`src/rtl/icache_dm.sv`:
```
// Direct-mapped instruction cache: same-cycle hits, word-by-word line refill on a miss,
// global flush. Define ICACHE_STATS_EN to add saturating hit/miss counter ports.
module icache_dm #(
  parameter int ADDR_W = 16,
  parameter int DATA_W = 32,
  parameter int LINES  = 16,
  parameter int WORDS  = 4
) (
  input  logic              clk_i,
  input  logic              rst_i,
  input  logic [ADDR_W-1:0] addr_i,
  input  logic              req_i,
  output logic [DATA_W-1:0] inst_o,
  output logic              hit_o,
  output logic              stall_o,
  input  logic              flush_i,
  output logic              mem_req_o,
  output logic [ADDR_W-1:0] mem_addr_o,
  input  logic [DATA_W-1:0] mem_data_i,
  input  logic              mem_ack_i
`ifdef ICACHE_STATS_EN
  ,
  output logic [31:0]       hit_cnt_o,
  output logic [31:0]       miss_cnt_o
`endif
);

  localparam int OFF_W = $clog2(WORDS);
  localparam int IDX_W = $clog2(LINES);
  localparam int TAG_W = ADDR_W - IDX_W - OFF_W;
  localparam logic [OFF_W-1:0] LAST_WORD = OFF_W'(WORDS - 1);

  typedef enum logic [1:0] {
    IDLE      = 2'd0,
    REFILL    = 2'd1,
    FILL_DONE = 2'd2,
    FLUSH     = 2'd3
  } state_t;

  state_t state, state_next;

  logic [TAG_W-1:0] req_tag;
  logic [IDX_W-1:0] req_idx;
  logic [OFF_W-1:0] req_off;

  logic [TAG_W-1:0] fill_tag;
  logic [IDX_W-1:0] fill_idx;
  logic [OFF_W-1:0] cnt;
  logic             flush_pend;

  logic [DATA_W-1:0] data_arr [LINES*WORDS];
  logic [TAG_W-1:0]  tag_arr  [LINES];
  logic [LINES-1:0]  valid;

  logic start_refill;
  logic word_ack;
  logic fill_last;
  logic do_flush;
  logic tag_match;

  assign req_tag = addr_i[ADDR_W-1 -: TAG_W];
  assign req_idx = addr_i[OFF_W +: IDX_W];
  assign req_off = addr_i[OFF_W-1:0];

  assign tag_match = (tag_arr[req_idx] == req_tag);
  assign hit_o     = req_i && (state == IDLE) && valid[req_idx] && tag_match;
  assign inst_o    = data_arr[{req_idx, req_off}];

  // Refill address stays inside the latched line; cnt supplies the word offset.
  assign mem_addr_o = {fill_tag, fill_idx, cnt};
  assign word_ack   = (state == REFILL) && mem_ack_i;

  always_ff @(posedge clk_i or posedge rst_i) begin
    if (rst_i) begin
      state <= IDLE;
    end else begin
      state <= state_next;
    end
  end

  always_comb begin
    state_next   = state;
    start_refill = 1'b0;
    fill_last    = 1'b0;
    do_flush     = 1'b0;
    mem_req_o    = 1'b0;
    stall_o      = 1'b0;
    unique case (state)
      IDLE: begin
        stall_o = req_i && !hit_o;
        if (flush_i) begin
          state_next = FLUSH;
        end else if (req_i && !hit_o) begin
          state_next   = REFILL;
          start_refill = 1'b1;
        end
      end
      REFILL: begin
        mem_req_o = 1'b1;
        stall_o   = 1'b1;
        if (mem_ack_i && (cnt == LAST_WORD)) begin
          fill_last  = 1'b1;
          state_next = FILL_DONE;
        end
      end
      FILL_DONE: begin
        stall_o    = 1'b1;
        state_next = (flush_pend || flush_i) ? FLUSH : IDLE;
      end
      FLUSH: begin
        stall_o    = 1'b1;
        do_flush   = 1'b1;
        state_next = IDLE;
      end
      default: begin
        state_next = IDLE;
      end
    endcase
  end

  // A flush seen while a refill is in flight is deferred until the line is complete.
  always_ff @(posedge clk_i or posedge rst_i) begin
    if (rst_i) begin
      valid      <= '0;
      cnt        <= '0;
      fill_tag   <= '0;
      fill_idx   <= '0;
      flush_pend <= 1'b0;
    end else begin
      if (start_refill) begin
        fill_tag        <= req_tag;
        fill_idx        <= req_idx;
        cnt             <= '0;
        valid[req_idx]  <= 1'b0;
      end
      if (word_ack) begin
        cnt <= cnt + 1'b1;
      end
      if (fill_last) begin
        valid[fill_idx] <= 1'b1;
      end
      if (do_flush) begin
        valid <= '0;
      end
      if (state_next == FLUSH) begin
        flush_pend <= 1'b0;
      end else if (flush_i && (state == REFILL || state == FILL_DONE)) begin
        flush_pend <= 1'b1;
      end
    end
  end

  always_ff @(posedge clk_i) begin
    if (word_ack) begin
      data_arr[{fill_idx, cnt}] <= mem_data_i;
    end
    if (fill_last) begin
      tag_arr[fill_idx] <= fill_tag;
    end
  end

`ifdef ICACHE_STATS_EN
  // Counters saturate rather than wrap and survive flushes.
  always_ff @(posedge clk_i or posedge rst_i) begin
    if (rst_i) begin
      hit_cnt_o  <= '0;
      miss_cnt_o <= '0;
    end else begin
      if (hit_o && (hit_cnt_o != 32'hFFFF_FFFF)) begin
        hit_cnt_o <= hit_cnt_o + 32'd1;
      end
      if (start_refill && (miss_cnt_o != 32'hFFFF_FFFF)) begin
        miss_cnt_o <= miss_cnt_o + 32'd1;
      end
    end
  end
`endif

endmodule

```
`config.mk`:
```
export PLATFORM = sky130hd
export DESIGN_NAME = icache_dm
export DESIGN_NICKNAME = d
export VERILOG_FILES = /design/src/rtl/icache_dm.sv
export SDC_FILE = /design/constraint.sdc
export NUM_CORES = 2
export LEC_CHECK = 0
export BUFFER_PORTS_ARGS = -buffer_cell sky130_fd_sc_hd__buf_2
export CORE_ASPECT_RATIO = 0.75
export CORE_MARGIN = 3
export CORE_UTILIZATION = 39
export CTS_BUF_LIST = sky130_fd_sc_hd__clkbuf_8
export CTS_CLUSTER_DIAMETER = 80
export DETAILED_ROUTE_END_ITERATION = 8
export PLACE_DENSITY = 0.53
export SETUP_SLACK_MARGIN = 0.5
export SYNTH_ARGS = -nofsm -noshare
export SYNTH_HDL_FRONTEND = slang
export SYNTH_SLANG_ARGS = --single-unit
export TNS_END_PERCENT = 1
```
`constraint.sdc`:
```
create_clock -name clk_i -period 6.75 [get_ports clk_i]
set_input_delay 0.3375 -clock clk_i [delete_from_list [all_inputs] [get_ports clk_i]]
set_output_delay 0.3375 -clock clk_i [all_outputs]
set_load 0.01 [all_outputs]
```
==> flow_summary.toml <==
[outcome]
status = "finished, final reports clean"

[synthesis]
syn_area_um2 = 86000
synth_edf_count = 2208
synth_cell_types = 65
syn_avg_cell_area_um2 = 23.4
yosys_register_bits = 2243
yosys_warnings = 0
synth_nets = 3735
synth-main-ff-cell = "edfxtp_1"
netlist_instances = 3676
ys_seq_area_share_pct = 78.2
ys_async_sr_fraction_pct = 1.56

[finish]
layout.nets = 4132
layout-drive-gt1-share_pct = 31.7
nFillCells = 18600
syn2layout_area_growth_pct = 12.9
fin_util_pct = 44.5

[worst_setup_path]
critical_path.startpoint_type = "input port"
path_delay_family = "simple AND/OR/NAND/NOR gates"
path_cells = "buf_4 > buf_4 > nand2_1 > nor2_2 > a22oi_1 > nand4_1 > a21oi_1 > nand4_1 > buf_2"
crit_slowest_cell = "nor2_2"
path_class = "in -> out"
cp-end-kind = "output pin"
crit_fanout = 22
slowest_delay_ns = 1.25
cp.arrival_ns = 4.34
worst-path-buf-inv = 3
cp_data_required_time_ns = 6.41

[timing]
setup_violations = 0
worst_pin_slew_ns = 1.46
fin_crit_sh_pct = 69.3
rsz0062_at_grt = "no"
tns_ns = 0
setup_ws_ns = 2.07
period_minus_slack_ns = 4.68
finalHoldViolations = 0
fin_worst_skew_ns = 0.0785
fmax_mhz = 214
hold_slack_ns = 0.0857
final-max-slew-violation-count = 0
relSlewSlack_pct = 2.72

[global_route]
grt_max_degree = 77
grt_usage_pct = 23.4
grt_pass1_vias = 42600
grt_pass1_wl_um = 365000
overflow = 0
grt_antenna_before_repair = 20

[power]
vdd_drop_max_uv = 166
switching_share_pct = 24.3
p_leak_nw = 30.4
power_switching_mw = 6.83
p_per_area_nw_per_um2 = 290
p_int_mw = 21.3
clkPwrFrac_pct = 36.0
p_seq_share_pct = 56.6
comb_power_share_pct = 7.4

[clocking]
htreeDepth = 5
clk_pin_slew_ns = 0.07
post_cts_buffers = 0
cts_buffers = 337
root_buffer = "clkbuf_8"
cts_buffer_depth = 4
clk_latency_ns = 0.97
cts.sinks = 2243
cts_tree = "built"
cts_resized = 0

[detailed_routing]
vias = 43100
drt_iter0_drc = 6317
drtAntennaViolNets = 0
remaining_drc_errors = 0
first_pass_iters = 5
routedWlPerCell_um = 36.8
routed_wl_um = 267000
via_per_inst = 5.94

[flow_run]
cap_viol_max_count = 0

[floorplan]
coreArea_um2 = 218000
die_y_um = 413
io_pins = 104
rows = 148
die-area_um2 = 226000
start_util_pct = 39.4
fp.dieW_um = 548

[placed_design]
gp_congestion = 0.786
post-place-ws_ns = 1.91
io_buffers = 103
dpl.hpwl_um = 146000

[min_path]
worstHoldPathType = "in -> async"
[final cells by class]
| cell class | count | area (um2) | area share, % |
|---|---|---|---|
| Clock inverter | 235 | 1040 | 1.07 |
| Clock buffer | 353 | 4860 | 5.00 |
| Inverter | 13 | 48.8 | 0.0503 |
| Antenna cell | 8 | 20.0 | 0.0206 |
| Multi-Input combinational cell | 1220 | 18300 | 18.9 |
| Tap cell | 2925 | 3660 | 3.77 |
| Sequential cell | 2243 | 67200 | 69.2 |
| Timing Repair Buffer | 258 | 1940 | 2.00 |
[state kept, by name (all words and copies together), names as in the netlist]
| register | count |
|---|---|
| data_arr | 2048 |
| tag_arr | 160 |
| valid | 16 |
| fill_tag | 10 |
| fill_idx | 4 |
| cnt | 2 |
| state | 2 |
| flush_pend | 1 |
[cell usage in the layout, fill, tap and decap left out, types with 46 or more instances in the layout]
master       n
buf_4      126
mux4_2     588
inv_1      126
a22oi_1    109
nand2_1     46
clkinv_1    75
edfxtp_1  2208
buf_2       97
clkbuf_8   354
mux2i_1     72
nor2_4      67
[worst register-to-register path, stage by stage (launching register included)]
cell	delay, ns
dfrtp_1	0.40
inv_1	0.15
ha_1	0.31
and2_1	0.35
nand3_1	0.57
nor2_4	1.12
buf_4	0.63
[power groups by stage]
stage | clock network, mW | registers, mW | logic [mW]
2_1_floorplan | 0 | 16.1 | 1.10
3_3_place_gp | 0 | 16.2 | 2.05
3_5_place_dp | 0 | 16.2 | 2.06
4_1_cts | 10.3 | 15.9 | 2.09
5_1_grt | 10.9 | 16.0 | 2.19
6_report | 10.1 | 15.9 | 2.08
[final timing paths]
path / start / depth (start not counted) / end / slack (ns)
hold / removal: rst_i / 4 / valid[11] / 0.09
setup reg to reg: state[1] / 6 / data_arr[18][8] / 2.88
setup / recovery: addr_i[5] / 9 / inst_o[17] / 2.07
min in group clk_i: mem_data_i[18] / 2 / data_arr[11][18] / 0.09
max in group asynchronous: rst_i / 4 / cnt[0] / 6.26
hold reg to reg: valid[4] / 2 / valid[4] / 0.57
[cell families after synthesis]
| kind of cell | count (synthesis) | synth area share, % |
|---|---|---|
| compound gates | 231 | 2.05 |
| xor+xnor | 12 | 0.122 |
| fa+ha+maj | 6 | 0.0873 |
| buf+inv | 213 | 1.20 |
| flops | 2243 | 78.2 |
| mux | 701 | 16.9 |
| simple gates | 270 | 1.46 |
[Yosys cell counts, types with 6 or more instances]
library cell | n | area share (%)
inv_1 | 12 | 0.052
nand3b_1 | 8 | 0.070
nor3_1 | 15 | 0.087
clkbuf_1 | 90 | 0.39
a221oi_1 | 6 | 0.061
a211oi_1 | 10 | 0.087
a211o_1 | 9 | 0.092
ha_1 | 6 | 0.087
buf_6 | 11 | 0.14
buf_2 | 66 | 0.38
mux4_2 | 588 | 15
nor2b_1 | 8 | 0.058
xnor2_1 | 7 | 0.071
dfrtp_1 | 35 | 1.0
nand2b_1 | 11 | 0.080
mux2_2 | 24 | 0.31
a21oi_1 | 13 | 0.076
nand4_1 | 12 | 0.087
nor2_1 | 125 | 0.55
a22o_1 | 8 | 0.082
a311oi_1 | 9 | 0.092
o22ai_1 | 6 | 0.044
or2_2 | 8 | 0.058
mux2_4 | 12 | 0.21
mux2i_1 | 72 | 0.84
a221o_1 | 10 | 0.12
nand3_1 | 17 | 0.099
buf_1 | 18 | 0.079
o21ai_0 | 18 | 0.10
a22oi_1 | 109 | 0.95
edfxtp_1 | 2208 | 77
nand2_1 | 46 | 0.20
o311ai_0 | 7 | 0.071
buf_4 | 9 | 0.079
[routing by layer]
layer	share of wire [%]	global-route usage [%]	up-vias
met5	0.022	0	-
met4	2.7	6.34	8
met3	9.7	5.16	440
li1	-	-	16600
met2	44	34.3	2303
met1	43	35.5	23700
[through the flow]
stage	instances	cell area, um2	total power, mW
global route	7249	97100	29.1
floorplan	3676	86000	17.2
CTS	7246	97000	28.3
detailed placement	6641	91000	18.3
global placement	6641	91000	18.3
finish	7255	97100	28.1
[what timing repair did]
| action | CTS | global route |
|---|---|---|
| hold buffers | 17 | 0 |
| hold endpoints to repair | 59 | 0 |
| endpoints found under the setup margin | 0 | 0 |
Power figures use the tool's default switching activity.
